## config.mk

```make
export PLATFORM = sky130hd
export DESIGN_NAME = prog_clock_div_flat
export DESIGN_NICKNAME = d
export VERILOG_FILES = /design/src/rtl/clk_div_pkg.sv /design/src/rtl/prog_clock_div_if.sv /design/src/rtl/prog_div_channel.sv /design/src/rtl/prog_clock_div.sv /design/src/flat_wrapper.sv
export SDC_FILE = /design/constraint.sdc
export NUM_CORES = 1
export LEC_CHECK = 0
export BUFFER_PORTS_ARGS = -buffer_cell sky130_fd_sc_hd__clkbuf_2
export CAP_MARGIN = 20
export CORE_AREA = 5 5 299 301
export DETAILED_ROUTE_END_ITERATION = 7
export DIE_AREA = 0 0 304 306
export PLACE_DENSITY = 0.43
export SLEW_MARGIN = 20
export SYNTH_ARGS = -nofsm -noshare
export SYNTH_HDL_FRONTEND = slang
export SYNTH_SLANG_ARGS = --single-unit
```

## constraint.sdc

```tcl
create_clock -name clk -period 29.9 [get_ports clk]
set_input_delay 5.98 -clock clk [delete_from_list [all_inputs] [get_ports clk]]
set_output_delay 5.98 -clock clk [all_outputs]
set_load 0.05 [all_outputs]
```

## src/rtl/clk_div_pkg.sv

```systemverilog
`default_nettype none
// clk_div_pkg: shared defaults and width helper for the programmable clock divider family.
// rev 1.0
package clk_div_pkg;

   localparam int DIV_W_DEF       = 27;
   localparam int DEFAULT_DIV_DEF = 100;

   // Returns the select width for 'value' entries, never less than one bit.
   function automatic int clog2(input int value);
      int w;
      w = 0;
      while ((1 << w) < value) w++;
      return (w < 1) ? 1 : w;
   endfunction

endpackage
`default_nettype wire

```

## src/rtl/prog_clock_div_if.sv

```systemverilog
`default_nettype none
// prog_clock_div_if: control and output bundle of the multi-channel tick generator.
// rev 1.0
interface prog_clock_div_if
   import clk_div_pkg::*;
#(
   parameter int NUM_CH = 4,
   parameter int DIV_W  = DIV_W_DEF
);
   localparam int CH_W = clog2(NUM_CH);

   logic [NUM_CH-1:0] en;
   logic              sync;
   logic              wr_en;
   logic [CH_W-1:0]   wr_ch;
   logic [DIV_W-1:0]  wr_div;
   logic [NUM_CH-1:0] tick;
   logic [NUM_CH-1:0] sq;
   logic [NUM_CH-1:0] pending;

   modport master (
      output en, sync, wr_en, wr_ch, wr_div,
      input  tick, sq, pending
   );

   modport slave (
      input  en, sync, wr_en, wr_ch, wr_div,
      output tick, sq, pending
   );

endinterface
`default_nettype wire

```

## src/rtl/prog_div_channel.sv

```systemverilog
`default_nettype none
// prog_div_channel: one divider channel with counter, active/shadow divisor and output flops.
// rev 1.0
module prog_div_channel
   import clk_div_pkg::*;
#(
   parameter int DIV_W       = DIV_W_DEF,
   parameter int DEFAULT_DIV = DEFAULT_DIV_DEF
) (
   input  logic             clk,
   input  logic             reset_p,
   input  logic             en,
   input  logic             sync,
   input  logic             wr,
   input  logic [DIV_W-1:0] wr_div,
   output logic             tick,
   output logic             sq,
   output logic             pending
);

   logic [DIV_W-1:0] count;
   logic [DIV_W-1:0] active_div;
   logic [DIV_W-1:0] shadow_div;
   logic [DIV_W-1:0] div_eff;
   logic [DIV_W-1:0] wr_val;
   logic             pend;
   logic             at_term;

   always_comb begin
      div_eff = (active_div == '0) ? DIV_W'(1) : active_div;
      wr_val  = (wr_div == '0) ? DIV_W'(1) : wr_div;
      at_term = (count == (div_eff - DIV_W'(1)));
   end

   always_ff @(posedge clk or posedge reset_p) begin
      if (reset_p) begin
         count      <= '0;
         active_div <= DIV_W'(DEFAULT_DIV);
         shadow_div <= DIV_W'(DEFAULT_DIV);
         pend       <= 1'b0;
         tick       <= 1'b0;
         sq         <= 1'b0;
      end else if (sync || !en) begin
         // Idle or restarting: nothing is mid-period, so divisors take effect at once.
         count <= '0;
         tick  <= 1'b0;
         sq    <= 1'b0;
         pend  <= 1'b0;
         if (wr) begin
            active_div <= wr_val;
            shadow_div <= wr_val;
         end else if (pend) begin
            active_div <= shadow_div;
         end
      end else begin
         if (at_term) begin
            count <= '0;
            tick  <= 1'b1;
            sq    <= ~sq;
            if (pend) active_div <= shadow_div;
         end else begin
            count <= count + DIV_W'(1);
            tick  <= 1'b0;
         end
         // A write landing on the wrap becomes the next shadow, after the old one was applied.
         if (wr) begin
            shadow_div <= wr_val;
            pend       <= 1'b1;
         end else if (at_term) begin
            pend <= 1'b0;
         end
      end
   end

   assign pending = pend;

endmodule
`default_nettype wire

```

## src/rtl/prog_clock_div.sv

```systemverilog
`default_nettype none
// prog_clock_div: NUM_CH runtime-programmable tick/square generators with common sync.
// rev 1.0
module prog_clock_div
   import clk_div_pkg::*;
#(
   parameter int NUM_CH      = 4,
   parameter int DIV_W       = DIV_W_DEF,
   parameter int DEFAULT_DIV = DEFAULT_DIV_DEF
) (
   input  logic             clk,
   input  logic             reset_p,
   prog_clock_div_if.slave  bus
);

   localparam int CH_W = clog2(NUM_CH);

   logic [NUM_CH-1:0] wr_sel;
   logic [NUM_CH-1:0] tick_v;
   logic [NUM_CH-1:0] sq_v;
   logic [NUM_CH-1:0] pend_v;

   // Out-of-range channel numbers match no entry and are dropped.
   always_comb begin
      wr_sel = '0;
      for (int i = 0; i < NUM_CH; i++) begin
         if (bus.wr_en && (bus.wr_ch == CH_W'(i))) wr_sel[i] = 1'b1;
      end
   end

   generate
      for (genvar i = 0; i < NUM_CH; i++) begin : g_ch
         prog_div_channel #(
            .DIV_W       (DIV_W),
            .DEFAULT_DIV (DEFAULT_DIV)
         ) u_ch (
            .clk     (clk),
            .reset_p (reset_p),
            .en      (bus.en[i]),
            .sync    (bus.sync),
            .wr      (wr_sel[i]),
            .wr_div  (bus.wr_div),
            .tick    (tick_v[i]),
            .sq      (sq_v[i]),
            .pending (pend_v[i])
         );
      end
   endgenerate

   assign bus.tick    = tick_v;
   assign bus.sq      = sq_v;
   assign bus.pending = pend_v;

endmodule
`default_nettype wire

```

## src/flat_wrapper.sv

```systemverilog
// flat-port wrapper written by rule: the top's interface ports become plain ports
module prog_clock_div_flat import clk_div_pkg::*;
#(
   parameter int NUM_CH      = 4,
   parameter int DIV_W       = DIV_W_DEF,
   parameter int DEFAULT_DIV = DEFAULT_DIV_DEF
)
  (clk, reset_p, bus_en, bus_sync, bus_wr_en, bus_wr_ch, bus_wr_div, bus_tick, bus_sq, bus_pending);
  prog_clock_div_if #(.NUM_CH(NUM_CH), .DIV_W(DIV_W)) bus_i ();
  input  logic clk;
  input  logic reset_p;
  input wire logic [$bits(bus_i.en)-1:0] bus_en;
  input wire logic [$bits(bus_i.sync)-1:0] bus_sync;
  input wire logic [$bits(bus_i.wr_en)-1:0] bus_wr_en;
  input wire logic [$bits(bus_i.wr_ch)-1:0] bus_wr_ch;
  input wire logic [$bits(bus_i.wr_div)-1:0] bus_wr_div;
  output wire logic [$bits(bus_i.tick)-1:0] bus_tick;
  output wire logic [$bits(bus_i.sq)-1:0] bus_sq;
  output wire logic [$bits(bus_i.pending)-1:0] bus_pending;
  assign bus_i.en = bus_en;
  assign bus_i.sync = bus_sync;
  assign bus_i.wr_en = bus_wr_en;
  assign bus_i.wr_ch = bus_wr_ch;
  assign bus_i.wr_div = bus_wr_div;
  assign bus_tick = bus_i.tick;
  assign bus_sq = bus_i.sq;
  assign bus_pending = bus_i.pending;
  prog_clock_div #(.NUM_CH(NUM_CH), .DIV_W(DIV_W), .DEFAULT_DIV(DEFAULT_DIV)) u_core (.clk(clk), .reset_p(reset_p), .bus(bus_i));
endmodule
```

==> results.py <==
metrics = {
    "synth": {
        "synthesized_area_per_cell_um2": 8.467,
        "async_flop_share_pct": 100.0,
        "yosys.area.top_type": "dfrtp_1",
        "netlist.area_leader.share_pct": 36.42,
        "synth_cell_types": 83,
        "synth_warnings": 0,
        "synth_top_family_by_area": "simple AND/OR/NAND/NOR gates",
        "synth_enable_flop_cells": 0,
        "postSynthNetCount": 2577,
        "synth.area.mux_share_pct": 3.636,
        "cell_area_after_synthesis_um2": 21440,
        "synth_seq_cells": 336,
        "synthXorXnorAreaFrac_pct": 8.784,
        "synth.yosys.seq_area_share_pct": 39.36,
        "ys_top_cells_by_area": "dfrtp_1 (36%), nand2_1 (5.2%), nor2_1 (4.6%), xor2_1 (4.6%), xnor2_1 (4.2%)",
        "post_synth_fa_ha_maj_area_fraction_pct": 0.4669,
        "synthCells": 2532,
        "synth_top_flop_cell": "dfrtp_1",
        "basic_gate_share_of_the_synthesized_area_counting_and_or_nand_and_nor_cells_pct": 26.45,
        "synth_compound_area_share_pct": 16.14,
    },
    "grt": {
        "grt_pass1_vias": 18770,
        "antenna_found_initial": 5,
        "grt_first_pass_wirelength_um": 112600,
        "gr-total-overflow": 0,
        "grt_max_degree": 102,
        "grt_use_total_pct": 14.80,
    },
    "placed_design": {
        "dp.final_hpwl_um": 46690,
        "postPlaceCellArea_um2": 22480,
        "io_buffer_count": 48,
        "place.detailed.instances": 3530,
        "gp_routability_congestion": 0.8316,
    },
    "timing": {
        "finalSetupViolCount": 0,
        "final.setup.tns_ns": 0,
        "holdWs_ns": 0.4604,
        "worst_clock_skew_ns": 0.01248,
        "timing.final.max_slew_violations": 0,
        "worst_slew_pin_slew_ns": 1.109,
        "fmax_ghz": 0.1111,
        "final_hold_violating_endpoints": 0,
        "final_period_util_pct": 30.10,
        "rsz0062_at_grt": "no",
        "maxSlewHeadroom_pct": 25.87,
        "final_period_minus_worst_setup_slack_ns": 9.001,
    },
    "worst_hold_path": {
        "min_from": "u_core.g_ch[0].u_ch.shadow_div[2]$_DFFE_PP1P_",
        "hold_depth": 2,
        "holdPathEnd": "u_core.g_ch[0].u_ch.shadow_div[2]$_DFFE_PP1P_",
        "hold_path_class": "register to register",
    },
    "clock_tree": {
        "tritoncts": "built",
        "clk_path_buf_depth": 3,
        "clock_latency_ns": 0.58,
        "cts_buffers": 44,
        "cts_hold_repair.buffers": 0,
        "cts-resized-gates": 0,
        "buffers_inserted_by_post_cts_timing_repair": 0,
        "root_buffer": "clkbuf_16",
        "cts.sinks": 336,
        "cts_htree_levels": 2,
        "cts.clk_slew.worst_paths_ns": 0.05,
    },
    "critical_path": {
        "worstReg2RegStart": "u_core.g_ch[2].u_ch.active_div[24]$_DFFE_PP0P_",
        "timing.setup.critical_path_class": "input pin to register",
        "critical-path-slowest-cell": "nand2_1",
        "cp_data_required_time_ns": 30.38,
        "critPathBufInv": 2,
        "path_max_fanout": 26,
        "cp.arrival_ns": 9.48,
        "start_kind": "input pin",
        "crit_chain": "clkbuf_2 -> nor3b_2 -> buf_4 -> nand2_1 -> nand2_1 -> o22a_1 -> nor4_1 -> nor3_1",
        "worst-r2r-cell-count": 14,
        "r2r_setup_slack_ns": 24.38,
        "critical_path.reg2reg.endpoint": "u_core.g_ch[2].u_ch.active_div[3]$_DFFE_PP0P_",
        "endpoint_kind_of_the_worst_setup_timing_path": "register",
        "cpPeakStageDelay_ns": 1.14,
        "critical_path.most_common_cell": "nand2_1",
        "worst_path_dominant_cell_family": "simple AND/OR/NAND/NOR gates",
    },
    "die": {
        "initial_utilization_pct": 24.83,
        "rows": 108,
        "top_level_ports": 49,
        "die_y_um": 306,
        "design.core.area_um2": 86350,
        "design.die.area_um2": 93020,
        "die-width_um": 304,
    },
    "detailed_routing": {
        "vias": 19070,
        "drt_drc_violations_left": 0,
        "dr.first_iter.drc_count": 1374,
        "antenna_left": 0,
        "route.detailed.wl_per_inst_um": 19.58,
        "post_route_wl_um": 70770,
        "route.detailed.vias_per_inst": 5.276,
        "drt_first_pass_iters": 5,
    },
    "finish": {
        "areaGrowthSynthToFinish_pct": 12.00,
        "finalNetCount": 2467,
        "layout-drive-gt1-share_pct": 11.36,
        "postLayoutCellArea_um2": 24010,
        "post_layout_nonfiller_instances": 3614,
    },
    "flow_run": {
        "drv.max_cap_violation_count": 0,
    },
    "pwr": {
        "vdd_drop_max_uv": 37.62,
        "power_density_nw_per_um2": 62.04,
        "p_leak_nw": 9.115,
    },
    "run_status": {
        "status": "completed",
    },
}
layout make-up:
type,count,area (um^2)
Fill cell,9166,62340
Multi-Input combinational cell,1926,11960
Sequential cell,336,8438
Tap cell,1155,1445
Clock buffer,64,1287
Timing Repair Buffer,88,548.0
Clock inverter,15,215.2
Inverter,26,105.1
Antenna cell,4,10.01
cells in the mapped netlist (28+ instances only):
cell type,n
clkbuf_1,195
nor2_1,264
o41ai_1,28
xor2_1,113
o211ai_1,58
a21oi_1,60
xnor2_1,102
o21ai_0,105
mux2_2,55
and2_1,31
and3_1,60
dfrtp_1,312
nand4_1,35
nand3_1,126
nand2_1,297
nor3_1,100
nor4_1,76
o22ai_1,30
cells by family after synthesis:
family	Yosys count
XOR/XNOR	215
adder cells (fa/ha/maj)	8
multiplexers	71
flip-flops	336
buffers and inverters	270
AND/OR/NAND/NOR	1142
AO/OA/AOI/OAI	490
worst min-delay path, cell delays in order (launching register included):
cell,delay [ns]
dfstp_2,0.37
nand2_1,0.05
nand2_1,0.04
worst max path at each step:
stage | from | to | slack [ns] | depth (start not counted)
after detailed placement | bus_wr_ch[1] | u_core.g_ch[0].u_ch.active_div[24]$_DFFE_PP0P_ | 20.37 | 8
final | bus_wr_ch[1] | u_core.g_ch[0].u_ch.active_div[24]$_DFFE_PP0P_ | 20.90 | 8
after global routing | bus_wr_ch[1] | u_core.g_ch[0].u_ch.active_div[0]$_DFFE_PP0P_ | 20.65 | 9
after global placement | bus_wr_ch[1] | u_core.g_ch[0].u_ch.active_div[5]$_DFFE_PP1P_ | 20.51 | 8
after CTS | bus_wr_ch[1] | u_core.g_ch[0].u_ch.active_div[24]$_DFFE_PP0P_ | 21.00 | 8
after floorplan | reset_p | u_core.g_ch[0].u_ch.active_div[0]$_DFFE_PP0P_ | 14.65 | 1
per-stage QoR:
stage	utilization, %	power, mW	worst slack (ns)
after global placement	26.02	0.9292	20.51
after global routing	27.80	1.574	20.65
after detailed placement	26.03	0.9388	20.37
after CTS	27.77	1.510	21.00
after floorplan	-	0.8417	14.65
final	27.81	1.490	20.90
flip-flops by register name, summed over array words and instances, names as in the netlist:
name                         flops
u_core.g_ch.u_ch.active_div    108
u_core.g_ch.u_ch.count         108
u_core.g_ch.u_ch.pending         4
u_core.g_ch.u_ch.shadow_div    108
u_core.g_ch.u_ch.sq              4
u_core.g_ch.u_ch.tick            4
cells in the final DEF (no fill, tap or decap), types with 27 or more instances in the layout:
cell       instances
buf_4             38
o211ai_1          58
nor3_1           100
nand2_1          296
a22oi_1           27
xnor2_1          102
dfrtp_1          312
nor4_1            76
nor2_1           263
a311oi_1          27
nand3_1          126
clkbuf_16         45
a21oi_1           60
and2_1            31
clkbuf_2          48
o41ai_1           28
a221oi_1          27
o22ai_1           29
o21ai_0          105
xor2_1           113
nand4_1           35
and3_1            60
mux2_2            55
layer usage:
layer  wire, um  vias up  share of wire, %  track usage (%)
met2      32290      464                46            23.60
met5          0        -                 0                0
met4       1589        0               2.2            3.932
met1      33250     9584                47            20.89
li1           -     8924                 -                -
met3       3636       94               5.1            2.547
power breakdown:
part / internal, mW / switching, mW
Sequential: 0.525 / 0.105
Clock: 0.341 / 0.217
Combinational: 0.134 / 0.168
(Power assumes the default switching activity.)
